--- src/rtl/dec3to8_pkg.sv ---
// Shared types for the streaming 3-to-8 decoder.
// Optional build macro: DEC3TO8_REENC_EN (adds out_top re-encode port).
package dec3to8_pkg;

  localparam int CODE_W   = 3;
  localparam int ONEHOT_W = 1 << CODE_W;
  localparam int CNT_W    = 4;

  typedef logic [CODE_W-1:0]   code_t;
  typedef logic [ONEHOT_W-1:0] onehot_t;
  typedef logic [CNT_W-1:0]    cnt_t;

  typedef enum logic [1:0] {
    EMPTY = 2'd0,
    ONE   = 2'd1,
    FULL  = 2'd2
  } buf_state_t;

  typedef struct packed {
    onehot_t onehot;
    onehot_t mask;
    logic    last;
    cnt_t    count;
  } entry_t;

endpackage

--- src/rtl/dec3to8_core.sv ---
// Combinational code -> one-hot decode.
// Every code value is legal; exactly one output bit is set.
module dec3to8_core #(
  parameter int CODE_W = 3
) (
  input  logic [CODE_W-1:0]        code,
  output logic [(1<<CODE_W)-1:0]   onehot
);

  localparam int OH_W = 1 << CODE_W;

  always_comb begin
    onehot = '0;
    for (int k = 0; k < OH_W; k++) begin
      if (code == CODE_W'(k)) onehot[k] = 1'b1;
    end
  end

endmodule

--- src/rtl/dec3to8_stream.sv ---
// Streaming decoder with burst mask/count accumulator and 2-entry skid buffer.
// Build macro DEC3TO8_REENC_EN adds out_top (highest set bit of out_mask).
module dec3to8_stream
  import dec3to8_pkg::buf_state_t;
  import dec3to8_pkg::EMPTY;
  import dec3to8_pkg::ONE;
  import dec3to8_pkg::FULL;
#(
  parameter int CODE_W = 3,
  parameter int CNT_W  = 4
) (
  input  logic                    clk,
  input  logic                    rst_n,
  input  logic                    in_valid,
  output logic                    in_ready,
  input  logic [CODE_W-1:0]       in_code,
  input  logic                    in_last,
  output logic                    out_valid,
  input  logic                    out_ready,
  output logic [(1<<CODE_W)-1:0]  out_onehot,
  output logic [(1<<CODE_W)-1:0]  out_mask,
  output logic                    out_last,
`ifdef DEC3TO8_REENC_EN
  output logic [CODE_W-1:0]       out_top,
`endif
  output logic [CNT_W-1:0]        out_count
);

  localparam int OH_W = 1 << CODE_W;
  localparam logic [CNT_W-1:0] CNT_MAX = '1;

  typedef struct packed {
    logic [OH_W-1:0]  onehot;
    logic [OH_W-1:0]  mask;
    logic             last;
    logic [CNT_W-1:0] count;
  } ent_t;

  buf_state_t       state_q;
  buf_state_t       state_d;
  ent_t             head_q;
  ent_t             tail_q;
  ent_t             new_ent;
  logic [OH_W-1:0]  dec_oh;
  logic [OH_W-1:0]  acc_mask_q;
  logic [CNT_W-1:0] acc_cnt_q;
  logic             in_ready_q;
  logic             push;
  logic             pop;
  logic             load_head;
  logic             load_tail;
  logic             shift;

  assign push = in_valid & in_ready_q;
  assign pop  = (state_q != EMPTY) & out_ready;

  dec3to8_core #(
    .CODE_W (CODE_W)
  ) u_core (
    .code   (in_code),
    .onehot (dec_oh)
  );

  always_comb begin
    new_ent        = '0;
    new_ent.onehot = dec_oh;
    new_ent.mask   = acc_mask_q | dec_oh;
    new_ent.last   = in_last;
    new_ent.count  = (acc_cnt_q == CNT_MAX) ? CNT_MAX
                                            : acc_cnt_q + 1'b1;
  end

  always_comb begin
    state_d = state_q;
    unique case (state_q)
      EMPTY: if (push) state_d = ONE;
      ONE: begin
        if (push && !pop)      state_d = FULL;
        else if (!push && pop) state_d = EMPTY;
      end
      FULL:  if (pop) state_d = ONE;
      default: state_d = EMPTY;
    endcase
  end

  // Head is refilled directly when it is the only live slot,
  // otherwise the tail slot absorbs the push until the head drains.
  assign load_head = push & ((state_q == EMPTY) |
                             ((state_q == ONE) & pop));
  assign load_tail = push & (state_q == ONE) & ~pop;
  assign shift     = pop & (state_q == FULL);

  always_ff @(posedge clk or negedge rst_n) begin
    if (!rst_n) begin
      state_q    <= EMPTY;
      in_ready_q <= 1'b0;
    end else begin
      state_q    <= state_d;
      in_ready_q <= (state_d != FULL);
    end
  end

  always_ff @(posedge clk or negedge rst_n) begin
    if (!rst_n) begin
      head_q <= '0;
      tail_q <= '0;
    end else begin
      unique case (1'b1)
        load_head: head_q <= new_ent;
        shift:     head_q <= tail_q;
        default:   head_q <= head_q;
      endcase
      if (load_tail) tail_q <= new_ent;
    end
  end

  always_ff @(posedge clk or negedge rst_n) begin
    if (!rst_n) begin
      acc_mask_q <= '0;
      acc_cnt_q  <= '0;
    end else if (push) begin
      if (in_last) begin
        acc_mask_q <= '0;
        acc_cnt_q  <= '0;
      end else begin
        acc_mask_q <= new_ent.mask;
        acc_cnt_q  <= new_ent.count;
      end
    end
  end

  assign in_ready   = in_ready_q;
  assign out_valid  = (state_q != EMPTY);
  assign out_onehot = out_valid ? head_q.onehot : '0;
  assign out_mask   = out_valid ? head_q.mask   : '0;
  assign out_last   = out_valid & head_q.last;
  assign out_count  = out_valid ? head_q.count  : '0;

`ifdef DEC3TO8_REENC_EN
  always_comb begin
    out_top = '0;
    for (int k = 0; k < OH_W; k++) begin
      if (out_mask[k]) out_top = CODE_W'(k);
    end
  end
`endif

endmodule

--- config.mk ---
export PLATFORM = sky130hd
export DESIGN_NAME = dec3to8_stream
export DESIGN_NICKNAME = d
export VERILOG_FILES = /design/src/rtl/dec3to8_pkg.sv /design/src/rtl/dec3to8_core.sv /design/src/rtl/dec3to8_stream.sv
export SDC_FILE = /design/constraint.sdc
export NUM_CORES = 1
export LEC_CHECK = 0
export CORE_MARGIN = 2
export CORE_UTILIZATION = 25
export DETAILED_ROUTE_END_ITERATION = 6
export GPL_ROUTABILITY_DRIVEN = 0
export GPL_TIMING_DRIVEN = 0
export PLACE_DENSITY = 0.48
export SLEW_MARGIN = 10
export SYNTH_ARGS = -nofsm -noshare
export SYNTH_HDL_FRONTEND = slang
export SYNTH_HIERARCHICAL = 1
export SYNTH_SLANG_ARGS = --single-unit
export TNS_END_PERCENT = 10
--- constraint.sdc ---
create_clock -name clk -period 3.2 [get_ports clk]
set_clock_uncertainty 0.2 [all_clocks]
set_input_delay 0.64 -clock clk [delete_from_list [all_inputs] [get_ports clk]]
set_output_delay 0.64 -clock clk [all_outputs]
set_load 0.01 [all_outputs]
# == Yosys cells after proc, flatten, opt, wreduce, memory -nomap -nowiden ==
# Cells that the tools add are included.
# op_classes
n_addsub,1
n_eq_ne,11
mux,20
bitwise_logic,11
n_reduce_logical,8
# ops
cell,n
$pmux 21 s2,1
$mux 8,3
$eq 3x3->1 const B,4
$mux 4,3
$and 1x1->1,8
$mux 1,8
$mux 2,4
$or 8x8->8,1
$eq 3x2->1 const B,2
$pmux 2 s3,1
$add 4x1->4 const B,1
$eq 4x4->1 const B,1
$reduce_bool 2->1,2
$eq 3x1->1 const B,1
$logic_not 3->1,1
$eq 2x1->1 const B,1
$eq 2x2->1 const B,1
$logic_and 1x1->1,2
$logic_not 1->1,2
$logic_not 2->1,1
$ne 2x2->1 const B,1
$not 1->1,1
$or 1x1->1,1
# word_totals
register_bits,57

# == Depth between registers and ports, before layout ==
# logic_depth
ltp_word,7
depth_mapped,6
mapped_depth_nobuf,4

# == Modules after synthesis ==
# The synthesis kept the hierarchy.
# modules_own_cells
mod,n_inst,cells_each,area_each_um2,seq_area_each_um2
dec3to8_stream,1,246,2591.2,1426.4
dec3to8_core,1,8,65.1,0.0

# == Worst setup path before layout ==
# Ideal clock, no wire load.
# synth_path
path_type,register to output
startpoint,reg state_q[1]
endpoint,out out_count[0]
arrival_ns,1.059
t_required_ns,2.360
slack_ns,1.301
stages_incl_launch_ff,5
n_path_buf,2
cell_sequence,dfrtp_1 > buf_6 > nor2_1 > clkbuf_1 > nor2b_1
# synth_via
elab_chain_cells,2
# synth_rtl
item,line,rtl
from (decl),dec3to8_stream.sv:39,buf_state_t state_q;
from (signal assigned),dec3to8_stream.sv:98,state_q <= state_d;
$reduce_bool 2->1,dec3to8_stream.sv:133,assign out_valid = (state_q != EMPTY);
$mux 4,dec3to8_stream.sv:137,assign out_count = out_valid ? head_q.count : '0;
to (decl),dec3to8_stream.sv:26,output logic [CNT_W-1:0] out_count
# Every way passes these cells.

# == Worst setup path in the final report ==
# layout_path
startpoint,reg state_q[1]
endpoint,out out_onehot[7]
# layout_via
elab_chain_cells,2
# layout_rtl
item,line,rtl
$reduce_bool 2->1,dec3to8_stream.sv:133,
$mux 8,dec3to8_stream.sv:134,assign out_onehot = out_valid ? head_q.onehot : '0;
to (decl),dec3to8_stream.sv:20,"output logic [(1<<CODE_W)-1:0] out_onehot,"
# Every way passes these cells.

==> results.toml <==
[global_routing]
grt_usage_pct = 11.7
antenna_found_initial = 0
grt_pass1_wl_mm = 10.3
grt_overflow = 0
grt_pass1_vias = 1947
grt_start_max_net_pins = 58

[timing]
fin_crit_ns = 3.06
worst_slew_pin_slew_ns = 0.732
setup_viol = 0
hold_viol = 0
maxSlewViolCount = 0
relSlewSlack_pct = 51.2
rsz0062_at_grt = "false"
fmax_mhz = 327
fin_crit_sh_pct = 95.6

[cts]
holdBufCountCts = 0
htree_levels = 3
cts_buffers = 9
clock-sinks = 57
cts_buffer_depth = 2
clkTransAtPathRegs_ns = 0.06
cts_tree = "done"
cts_resized = 0
cts_root_buf = "clkbuf_8"
post_cts_buffers = 0
clk_latency_ns = 0.33

[layout]
final_core_util_pct = 32.2
nNetsFinal = 303
syn_to_final_growth_pct = 25.2
drive_above_1_share_pct = 16.4
register_area_um2 = 1430
multi_input_area_um2 = 1080
nFillCells = 1074
diodes = 0

[pwr]
p_leak_nw = 1.48
powerDensity_nw_per_um2 = 870
power_mw = 2.89
ir_drop_mv = 0.231

[yosys]
synth_area_um2 = 2660
synth_edf_count = 0
ys_ff_latch = 57
yosysUniqueCellTypes = 43
yosysSeqAreaShare_pct = 53.7
synth_commonest_cells = "57 x dfrtp_1, 42 x nor2_1, 21 x a21oi_1, 20 x o21ai_0, 15 x inv_1"
netlist.area_leader.share_pct = 53.7
synth.largest_area_cell = "dfrtp_1"
ys_dominant_reg_cell = "dfrtp_1"
synth.avg_cell_area_um2 = 10.5
postSynth.asyncResetShare_pct = 100
syn_inst = 254
synth.most_common_cell = "dfrtp_1"
syn_nets = 263
synth_area_leaders = "dfrtp_1 54%, nor2_1 5.9%, mux2_2 4.7%"
yosys_warnings = 6

[critical_path]
crit_required_ns = 2.36
crit_path_end_kind = "primary output"
worstPathArrival_ns = 2.22
worst-path-max-fanout = 10
r2r_setup_slack_ns = 1.43
worstSetupStartpointType = "flip-flop"
crit_type = "reg2out"

[drt]
drtIter0Drc = 79
drt-total-wl_mm = 6.27
vias_per_cell = 4.54
postRouteAntennaNets = 0
vias = 1973
post_drt_wl_per_cell_um = 14.4
drc = 0
drtPass1Iterations = 4

[floorplanning]
initial_utilization_pct = 25.7
dieArea_um2 = 11500
die_h_um = 107
die_x_um = 107
rows = 37
core_um2 = 10300
io_pins = 31

[job]
maxCapViolCount = 0

[min_path]
hold_class = "in2async"

[run_status]
status = "finished clean"

[placed_design]
io_buffers = 29
dp_hpwl_mm = 4.30
## routing by layer
layer	vias to the layer above	part of all wire (%)	routed length, µm	global-route usage (%)
met4	0	1.5	97	5.84
met1	951	51	3220	16.9
met3	8	3.7	229	2.31
met5	-	0	0	0
li1	977	-	-	-
met2	37	43	2720	16.6
## flip-flops by register name (all words and copies together) (netlist names)
register	cells
in_ready	1
acc_cnt_q	4
head_q	21
state_q	2
acc_mask_q	8
tail_q	21
## cells by family after synthesis
kind of cell | synth area share [%]
simple gates | 15.8
mux | 5.61
compound gates | 18.7
fa+ha+maj | 0.471
buf+inv | 5.70
flops | 53.7
## metrics by stage
step / TNS (ns) / cell area [µm²] / hold WS [ns] / std cells / setup slack [ns]
after floorplan: 0 / 2660 / 0.144 / 254 / 1.30
after global placement: -35.95 / 3120 / 0.260 / 419 / -0.633
after detailed placement: 0 / 3110 / 0.276 / 419 / 0.452
after CTS: 0 / 3320 / 0.202 / 435 / 0.0909
after global routing: 0 / 3320 / 0.227 / 435 / 0.0153
final: 0 / 3320 / 0.167 / 435 / 0.142
## area by class of cell
type	count	area share, %
clock buffers	10	3.84
well taps	136	5.12
plain buffers	15	2.86
clock inverters	6	2.48
flip-flops and latches	57	42.9
inverters	15	1.69
multi-input cells	167	32.4
repair buffers	29	8.66
## path summary, 6_finish.rpt
path / cells past startpoint / endpoint / startpoint
setup / recovery: 5 / out_onehot[7] / state_q[1]
hold / removal: 1 / state_q[1] / rst_n
setup reg to reg: 6 / head_q[20] / state_q[1]
hold reg to reg: 2 / head_q[12] / tail_q[12]
max in group asynchronous: 1 / head_q[6] / rst_n
min in group clk: 2 / head_q[12] / tail_q[12]
## power breakdown
part,total [mW],internal (mW),switching [mW]
combinational,1.07,0.526,0.541
clock,0.727,0.434,0.292
sequential,1.10,0.982,0.118
total,2.89,1.94,0.951
## critical path, cell delays in order, from the launching register on
cell and delay, ns:
dfrtp_1 0.37, buf_6 0.13, nor2_1 0.24, clkbuf_1 0.50, nor2b_1 0.14, clkdlybuf4s50_1 0.51
## cells in the final DEF (no fill, tap or decap), types with 3 or more instances in the layout
cell type,Yosys,final
inv_1,15,15
mux2_2,11,11
clkinv_2,0,3
a221o_1,4,4
a31oi_1,4,4
a221oi_1,4,4
and3b_2,3,3
buf_2,4,4
nor2b_1,7,7
a21oi_1,21,21
dfrtp_1,57,57
buf_6,4,4
a22o_1,3,3
clkbuf_8,0,9
nand2_1,4,4
o32ai_1,7,7
nor2_1,42,42
a221oi_2,3,3
nor3b_1,3,3
and2_0,3,3
clkdlybuf4s50_1,0,28
o21ai_0,20,20
nand3b_1,4,4
clkbuf_1,6,7
(Power assumes the default switching activity.)
